File: src/rtl/enemy_sprite_arbiter_if.sv
// Bus between the enemy requesters, the shared sprite BRAM and the sprite arbiter.
`ifndef COLOR_RGB_DEPTH
`define COLOR_RGB_DEPTH 12
`endif

interface enemy_sprite_arbiter_if #(
    parameter int N_REQ  = 4,
    parameter int ADDR_W = 11,
    parameter int ID_W   = 2
);
    localparam int RGB_W = `COLOR_RGB_DEPTH;

    logic [N_REQ-1:0]        req_i;
    logic [N_REQ*ADDR_W-1:0] addr_i;
    logic [N_REQ-1:0]        gnt_o;
    logic                    bram_en_o;
    logic [ADDR_W-1:0]       bram_addr_o;
    logic [RGB_W:0]          bram_dout_i;
    logic                    rvalid_o;
    logic [ID_W-1:0]         rid_o;
    logic                    rgb_alpha_o;
    logic [RGB_W-1:0]        vga_rgb_o;

    modport slave (
        input  req_i, addr_i, bram_dout_i,
        output gnt_o, bram_en_o, bram_addr_o, rvalid_o, rid_o, rgb_alpha_o, vga_rgb_o
    );

    modport master (
        output req_i, addr_i, bram_dout_i,
        input  gnt_o, bram_en_o, bram_addr_o, rvalid_o, rid_o, rgb_alpha_o, vga_rgb_o
    );
endinterface

File: src/rtl/enemy_sprite_arbiter.sv
// Round-robin sharing of the single enemy sprite BRAM; each returned pixel is
// tagged with the index of the enemy whose read produced it.
`ifndef COLOR_RGB_DEPTH
`define COLOR_RGB_DEPTH 12
`endif

module enemy_sprite_arbiter #(
    parameter int N_REQ   = 4,
    parameter int ADDR_W  = 11,
    parameter int LATENCY = 1,
    parameter int ID_W    = 2
) (
    input  logic                 clk,
    input  logic                 rst,
    enemy_sprite_arbiter_if.slave bus
);
    localparam int RGB_W = `COLOR_RGB_DEPTH;

    logic [ID_W-1:0] ptr;
    logic [ID_W-1:0] ptr_next;
    logic [ID_W-1:0] win_idx;
    logic            win_found;

    logic            vld_p [LATENCY];
    logic [ID_W-1:0] id_p  [LATENCY];

    // Search starts at ptr and wraps; reset forces the grant path idle.
    always_comb begin
        int k;
        k         = 0;
        win_found = 1'b0;
        win_idx   = '0;
        for (int i = 0; i < N_REQ; i++) begin
            k = int'(ptr) + i;
            if (k >= N_REQ) k = k - N_REQ;
            if (!win_found && bus.req_i[k]) begin
                win_found = 1'b1;
                win_idx   = ID_W'(k);
            end
        end
        if (rst) begin
            win_found = 1'b0;
            win_idx   = '0;
        end
    end

    always_comb begin
        ptr_next = ptr;
        if (win_found) begin
            if (win_idx == ID_W'(N_REQ - 1)) ptr_next = '0;
            else                             ptr_next = win_idx + 1'b1;
        end
    end

    always_ff @(posedge clk or posedge rst) begin
        if (rst) ptr <= '0;
        else     ptr <= ptr_next;
    end

    always_comb begin
        bus.gnt_o = '0;
        if (win_found) bus.gnt_o[win_idx] = 1'b1;
    end

    assign bus.bram_en_o   = win_found;
    assign bus.bram_addr_o = win_found ? bus.addr_i[int'(win_idx)*ADDR_W +: ADDR_W] : '0;

    // p0: owner of the read issued this cycle; later stages follow the BRAM latency
    always_ff @(posedge clk or posedge rst) begin
        if (rst) begin
            for (int i = 0; i < LATENCY; i++) begin
                vld_p[i] <= 1'b0;
                id_p[i]  <= '0;
            end
        end else begin
            vld_p[0] <= win_found;
            id_p[0]  <= win_idx;
            for (int i = 1; i < LATENCY; i++) begin
                vld_p[i] <= vld_p[i-1];
                id_p[i]  <= id_p[i-1];
            end
        end
    end

    // Output: last tracking stage lines up with the BRAM douta of the same read
    assign bus.rvalid_o    = vld_p[LATENCY-1];
    assign bus.rid_o       = id_p[LATENCY-1];
    assign bus.rgb_alpha_o = bus.bram_dout_i[RGB_W];
    assign bus.vga_rgb_o   = bus.bram_dout_i[RGB_W-1:0];

endmodule

File: src/flat_wrapper.sv
// flat-port wrapper written by rule: the top's interface ports become plain ports
module enemy_sprite_arbiter_flat 
#(
    parameter int N_REQ   = 4,
    parameter int ADDR_W  = 11,
    parameter int LATENCY = 1,
    parameter int ID_W    = 2
)
  (clk, rst, bus_req_i, bus_addr_i, bus_bram_dout_i, bus_gnt_o, bus_bram_en_o, bus_bram_addr_o, bus_rvalid_o, bus_rid_o, bus_rgb_alpha_o, bus_vga_rgb_o);
  enemy_sprite_arbiter_if #(.N_REQ(N_REQ), .ADDR_W(ADDR_W), .ID_W(ID_W)) bus_i ();
  input  logic clk;
  input  logic rst;
  input wire logic [$bits(bus_i.req_i)-1:0] bus_req_i;
  input wire logic [$bits(bus_i.addr_i)-1:0] bus_addr_i;
  input wire logic [$bits(bus_i.bram_dout_i)-1:0] bus_bram_dout_i;
  output wire logic [$bits(bus_i.gnt_o)-1:0] bus_gnt_o;
  output wire logic [$bits(bus_i.bram_en_o)-1:0] bus_bram_en_o;
  output wire logic [$bits(bus_i.bram_addr_o)-1:0] bus_bram_addr_o;
  output wire logic [$bits(bus_i.rvalid_o)-1:0] bus_rvalid_o;
  output wire logic [$bits(bus_i.rid_o)-1:0] bus_rid_o;
  output wire logic [$bits(bus_i.rgb_alpha_o)-1:0] bus_rgb_alpha_o;
  output wire logic [$bits(bus_i.vga_rgb_o)-1:0] bus_vga_rgb_o;
  assign bus_i.req_i = bus_req_i;
  assign bus_i.addr_i = bus_addr_i;
  assign bus_i.bram_dout_i = bus_bram_dout_i;
  assign bus_gnt_o = bus_i.gnt_o;
  assign bus_bram_en_o = bus_i.bram_en_o;
  assign bus_bram_addr_o = bus_i.bram_addr_o;
  assign bus_rvalid_o = bus_i.rvalid_o;
  assign bus_rid_o = bus_i.rid_o;
  assign bus_rgb_alpha_o = bus_i.rgb_alpha_o;
  assign bus_vga_rgb_o = bus_i.vga_rgb_o;
  enemy_sprite_arbiter #(.N_REQ(N_REQ), .ADDR_W(ADDR_W), .LATENCY(LATENCY), .ID_W(ID_W)) u_core (.clk(clk), .rst(rst), .bus(bus_i));
endmodule
File: config.mk
export PLATFORM = sky130hd
export DESIGN_NAME = enemy_sprite_arbiter_flat
export DESIGN_NICKNAME = d
export VERILOG_FILES = /design/src/rtl/enemy_sprite_arbiter_if.sv /design/src/rtl/enemy_sprite_arbiter.sv /design/src/flat_wrapper.sv
export SDC_FILE = /design/constraint.sdc
export NUM_CORES = 1
export LEC_CHECK = 0
export CAP_MARGIN = 20
export CELL_PAD_IN_SITES_DETAIL_PLACEMENT = 1
export CELL_PAD_IN_SITES_GLOBAL_PLACEMENT = 1
export CORE_ASPECT_RATIO = 0.75
export CORE_MARGIN = 1.5
export CORE_UTILIZATION = 15
export DETAILED_ROUTE_END_ITERATION = 8
export PLACE_DENSITY_LB_ADDON = 0.1
export SETUP_SLACK_MARGIN = 0.15
export SLEW_MARGIN = 20
export SYNTH_ARGS = -nofsm -noshare
export SYNTH_HDL_FRONTEND = slang
export SYNTH_SLANG_ARGS = --single-unit
File: constraint.sdc
create_clock -name clk -period 2.1 [get_ports clk]
set_input_delay 0.42 -clock clk [delete_from_list [all_inputs] [get_ports clk]]
set_output_delay 0.42 -clock clk [all_outputs]
set_load 0.01 [all_outputs]
==> metrics.md <==
| Metric | Value |
|---|---|
| Fmax | around 430 MHz |
| Cell internal pwr | 827 uW |
| CP Class | primary input to output port |
| Critical path launch point type | primary input |
| Layout area overhead | 129% |
| Overflow left after global routing | 0 |
| Antenna diode count | 0 |
| Final worst slack | -0.247 ns |
| Vias in the first global route | between 1k and 1.5k |
| Reg2Reg Setup Slack | between 0.3 and 0.4 ns |
| Syn Nets | 160 |
| Post-Synth Simple-Gate Area | slightly above 10% |
| Net Sw Frac | ~37% |
| GRT Total Usage | 12.0% |
| Worst r2r path cells | 7 |
| Longest Clk Path Bufs | 2 |
| Async SR Flop Fraction | between 90% and 100% |
| R2R Path End | u_core.ptr[1] |
| Adder-Cell Fraction of Synth Area | about 6.3% |
| Fin crit period | 2.35 ns |
| Port bufs | 68 |
| Gpl congestion | around 0.74 |
| Critical Path End Type | output port |
| Pleak | just over 0.0008 uW |
| Die Width | a little under 90 um |
| Mux cell area share after synthesis | around 14% |
| Yosys top cell by area | dfrtp_1 |
| Required time of the critical path | approximately 1.7 ns |
| Yosys top cell area share | 15.6% |
| Synth top area cells | dfrtp_1 (16%), o32ai_2 (14%), mux2i_1 (14%) |
| CTS tree | done |
| Most instantiated cells after synthesis | buf_4 (14), o22ai_1 (13), mux2i_1 (11) |
| DR DRC count | 0 |
| Clock sinks | 5 |
| Failing checks | setup timing |
| Vias per inst | 4.18 |
| Die Ht | 66.2 um |
| Main synth FF type | dfrtp_1 |
| Design Power | about 1300 uW |
| CP arrival | 1.93 ns |
| DR vias | roughly 1.0k |
| Run status | finished, violations left |
| Largest family of logic cells by synthesized area | compound AO/OA/AOI/OAI gates |
| Worst slew pin tran | about 0.17 ns |
| Final hold violation count | 0 |
| Core ar. | approximately 0.005 mm^2 |
| Maximum Capacitance Violations | 0 |
| Fin area | approximately 0.0018 mm^2 |
| Die footprint | 0.00578 mm^2 |
| Synth Area in Compound Gates | roughly a third |
| Ys Warns | 0 |
| Max-slew violations | 0 |
| Yosys reg bits | 5 |
| RR Startpoint | u_core.ptr[1] |
| Worst vdd ir | 0.000271 V |
| Endpoints failing setup | 15 |
| RSZ-0062 raised after global routing | yes |
| Filler Cell Count | ~600 |
| Htree depth | 1 |
| Final Util | a little over a third |
| Clock power share | between 10% and 20% |
| Crit share post-route | 112% |
| Pre-CTS setup slack | -1.05 ns |
| Num rows | 22 |
| Maximum fanout along the worst path | 7 |
| Area post-placement | roughly 0.0016 mm^2 |
| Starting Density | between 10% and 20% |
| Count leader, synth | buf_4 |
| Post-Synthesis Cells | 93 |
| Flop pwr share | between 10% and 20% |
| Num CTS Buffers | 3 |
| Initial antenna violation count | 0 |
| Synthesized area | ~800 um^2 |
| Hold Buf Count CTS | 0 |
| Post-synthesis sequential area ratio | between 15 and 20% |
| Post-synth cell types | 21 |
| Synth Area per Inst | ~8.6 um^2 |
| Number of I/O pins | 95 |
| First-pass GRT wire length | roughly 5400 um |
| Psw | a little under 500 uW |
| Slew headroom | ~88% |
| Synth Area in XOR/XNOR | 0% |
| Min-Delay Path Class | primary input to async pin |
| Layout cells sized above 1 | about half |
| Final net count | around 250 |
| Half-perimeter wire length after placement | 2700 um |
| Worst skew pair latency | between 0.2 and 0.25 ns |
| Clock Tree Root | clkbuf_8 |
| Worst Skew | ~0.00059 ns |
| ANT nets after route | 0 |
| Gate power share | 76.1% |
| Clk slew on worst S/H paths | roughly 0.040 ns |
| DR pass1 iterations | 4 |
| Power per cell area | about 700 mW/mm^2 |
| Routed len/inst | approximately 15 um |
| Post-synth EDFFs | 0 |
| DR iter-0 viols | 21 |
| Largest net degree at the start of global routing | 12 |
| Routed wire length | between 3000 and 4000 um |
==> placed cells by master (no fill, tap or decap), types with 2 or more instances in the layout <==
cell type / n
and2_4: 4
buf_12: 4
buf_2: 12
buf_4: 26
buf_6: 6
clkbuf_2: 4
clkbuf_8: 3
clkdlybuf4s50_1: 48
dfrtp_1: 4
ha_2: 4
inv_1: 5
inv_2: 2
mux2i_1: 11
nand2_1: 5
nor2_1: 4
nor2_4: 2
o22ai_1: 11
o22ai_2: 2
o32ai_2: 8
o32ai_4: 2
==> metal layers <==
layer | part of all wire [%] | wire, um | vias to the layer above | global-route usage (%)
met5 | 0 | 0 | - | 0
met1 | 44 | 1610 | 510 | 16.1
li1 | - | - | 503 | -
met4 | 0.16 | 6 | 0 | 3.57
met3 | 3.9 | 144 | 4 | 1.62
met2 | 52 | 1890 | 27 | 19.9
==> cell families (layout without fill, tap and decap cells) <==
logic type | Yosys count | after routing
buffers and inverters | 26 | 111
multiplexers | 11 | 11
AND/OR/NAND/NOR | 18 | 18
flip-flops | 5 | 5
adder cells (fa/ha/maj) | 4 | 4
AO/OA/AOI/OAI | 29 | 29
==> flip-flops by register name (all words and copies together), names as in the netlist <==
name,cells
u_core.bus.rid_o,2
u_core.bus.rvalid_o,1
u_core.ptr,2
==> worst max-delay path: stages <==
cell,delay [ns]
buf_2,0.13
nor2b_4,0.13
a211o_1,0.25
a22o_4,0.25
buf_12,0.14
nor2_4,0.15
inv_2,0.06
ha_2,0.16
and2_4,0.13
buf_6,0.11
==> worst max path at each step <==
stage | to | from | cells after the start
2_1_floorplan | bus_gnt_o[0] | bus_req_i[0] | 8
3_3_place_gp | bus_gnt_o[2] | bus_req_i[0] | 10
3_5_place_dp | bus_gnt_o[2] | bus_req_i[0] | 10
4_1_cts | bus_gnt_o[2] | u_core.ptr[0] | 9
5_1_grt | bus_gnt_o[0] | u_core.ptr[0] | 9
6_report | bus_gnt_o[0] | bus_req_i[0] | 10
==> through the flow <==
stage | hold WS, ns | TNS, ns | cells
floorplan | 0.215 | 0 | 93
global route | 0.584 | -4.17 | 250
detailed placement | 0.641 | -16.08 | 232
CTS | 0.554 | -3.70 | 244
finish | 0.572 | -2.94 | 250
global placement | 0.637 | -15.32 | 232
==> power by group through the flow <==
stage / Combinational [uW] / Clock (uW) / Sequential [uW]
floorplan: 444 / 0 / 140
global placement: 851 / 0 / 136
detailed placement: 859 / 0 / 137
CTS: 940 / 183 / 138
global route: 1080 / 192 / 138
finish: 1000 / 178 / 136
==> cell type report <==
cell class	instances	area [um^2]	area share, %
repair buffers	100	903	49.3
clock buffers	4	45.0	2.46
inverters	7	26.3	1.43
flip-flops and latches	5	126	6.89
multi-input cells	62	642	35.0
well taps	72	90.1	4.91
==> what timing repair did <==
item	CTS	global route
endpoints found under the hold margin	0	0
buffers inserted	7	6
pin swaps	8	7
gates resized for setup	92	12
endpoints found under the setup margin	17	16
gates cloned	1	0
(Power assumes the default switching activity.)
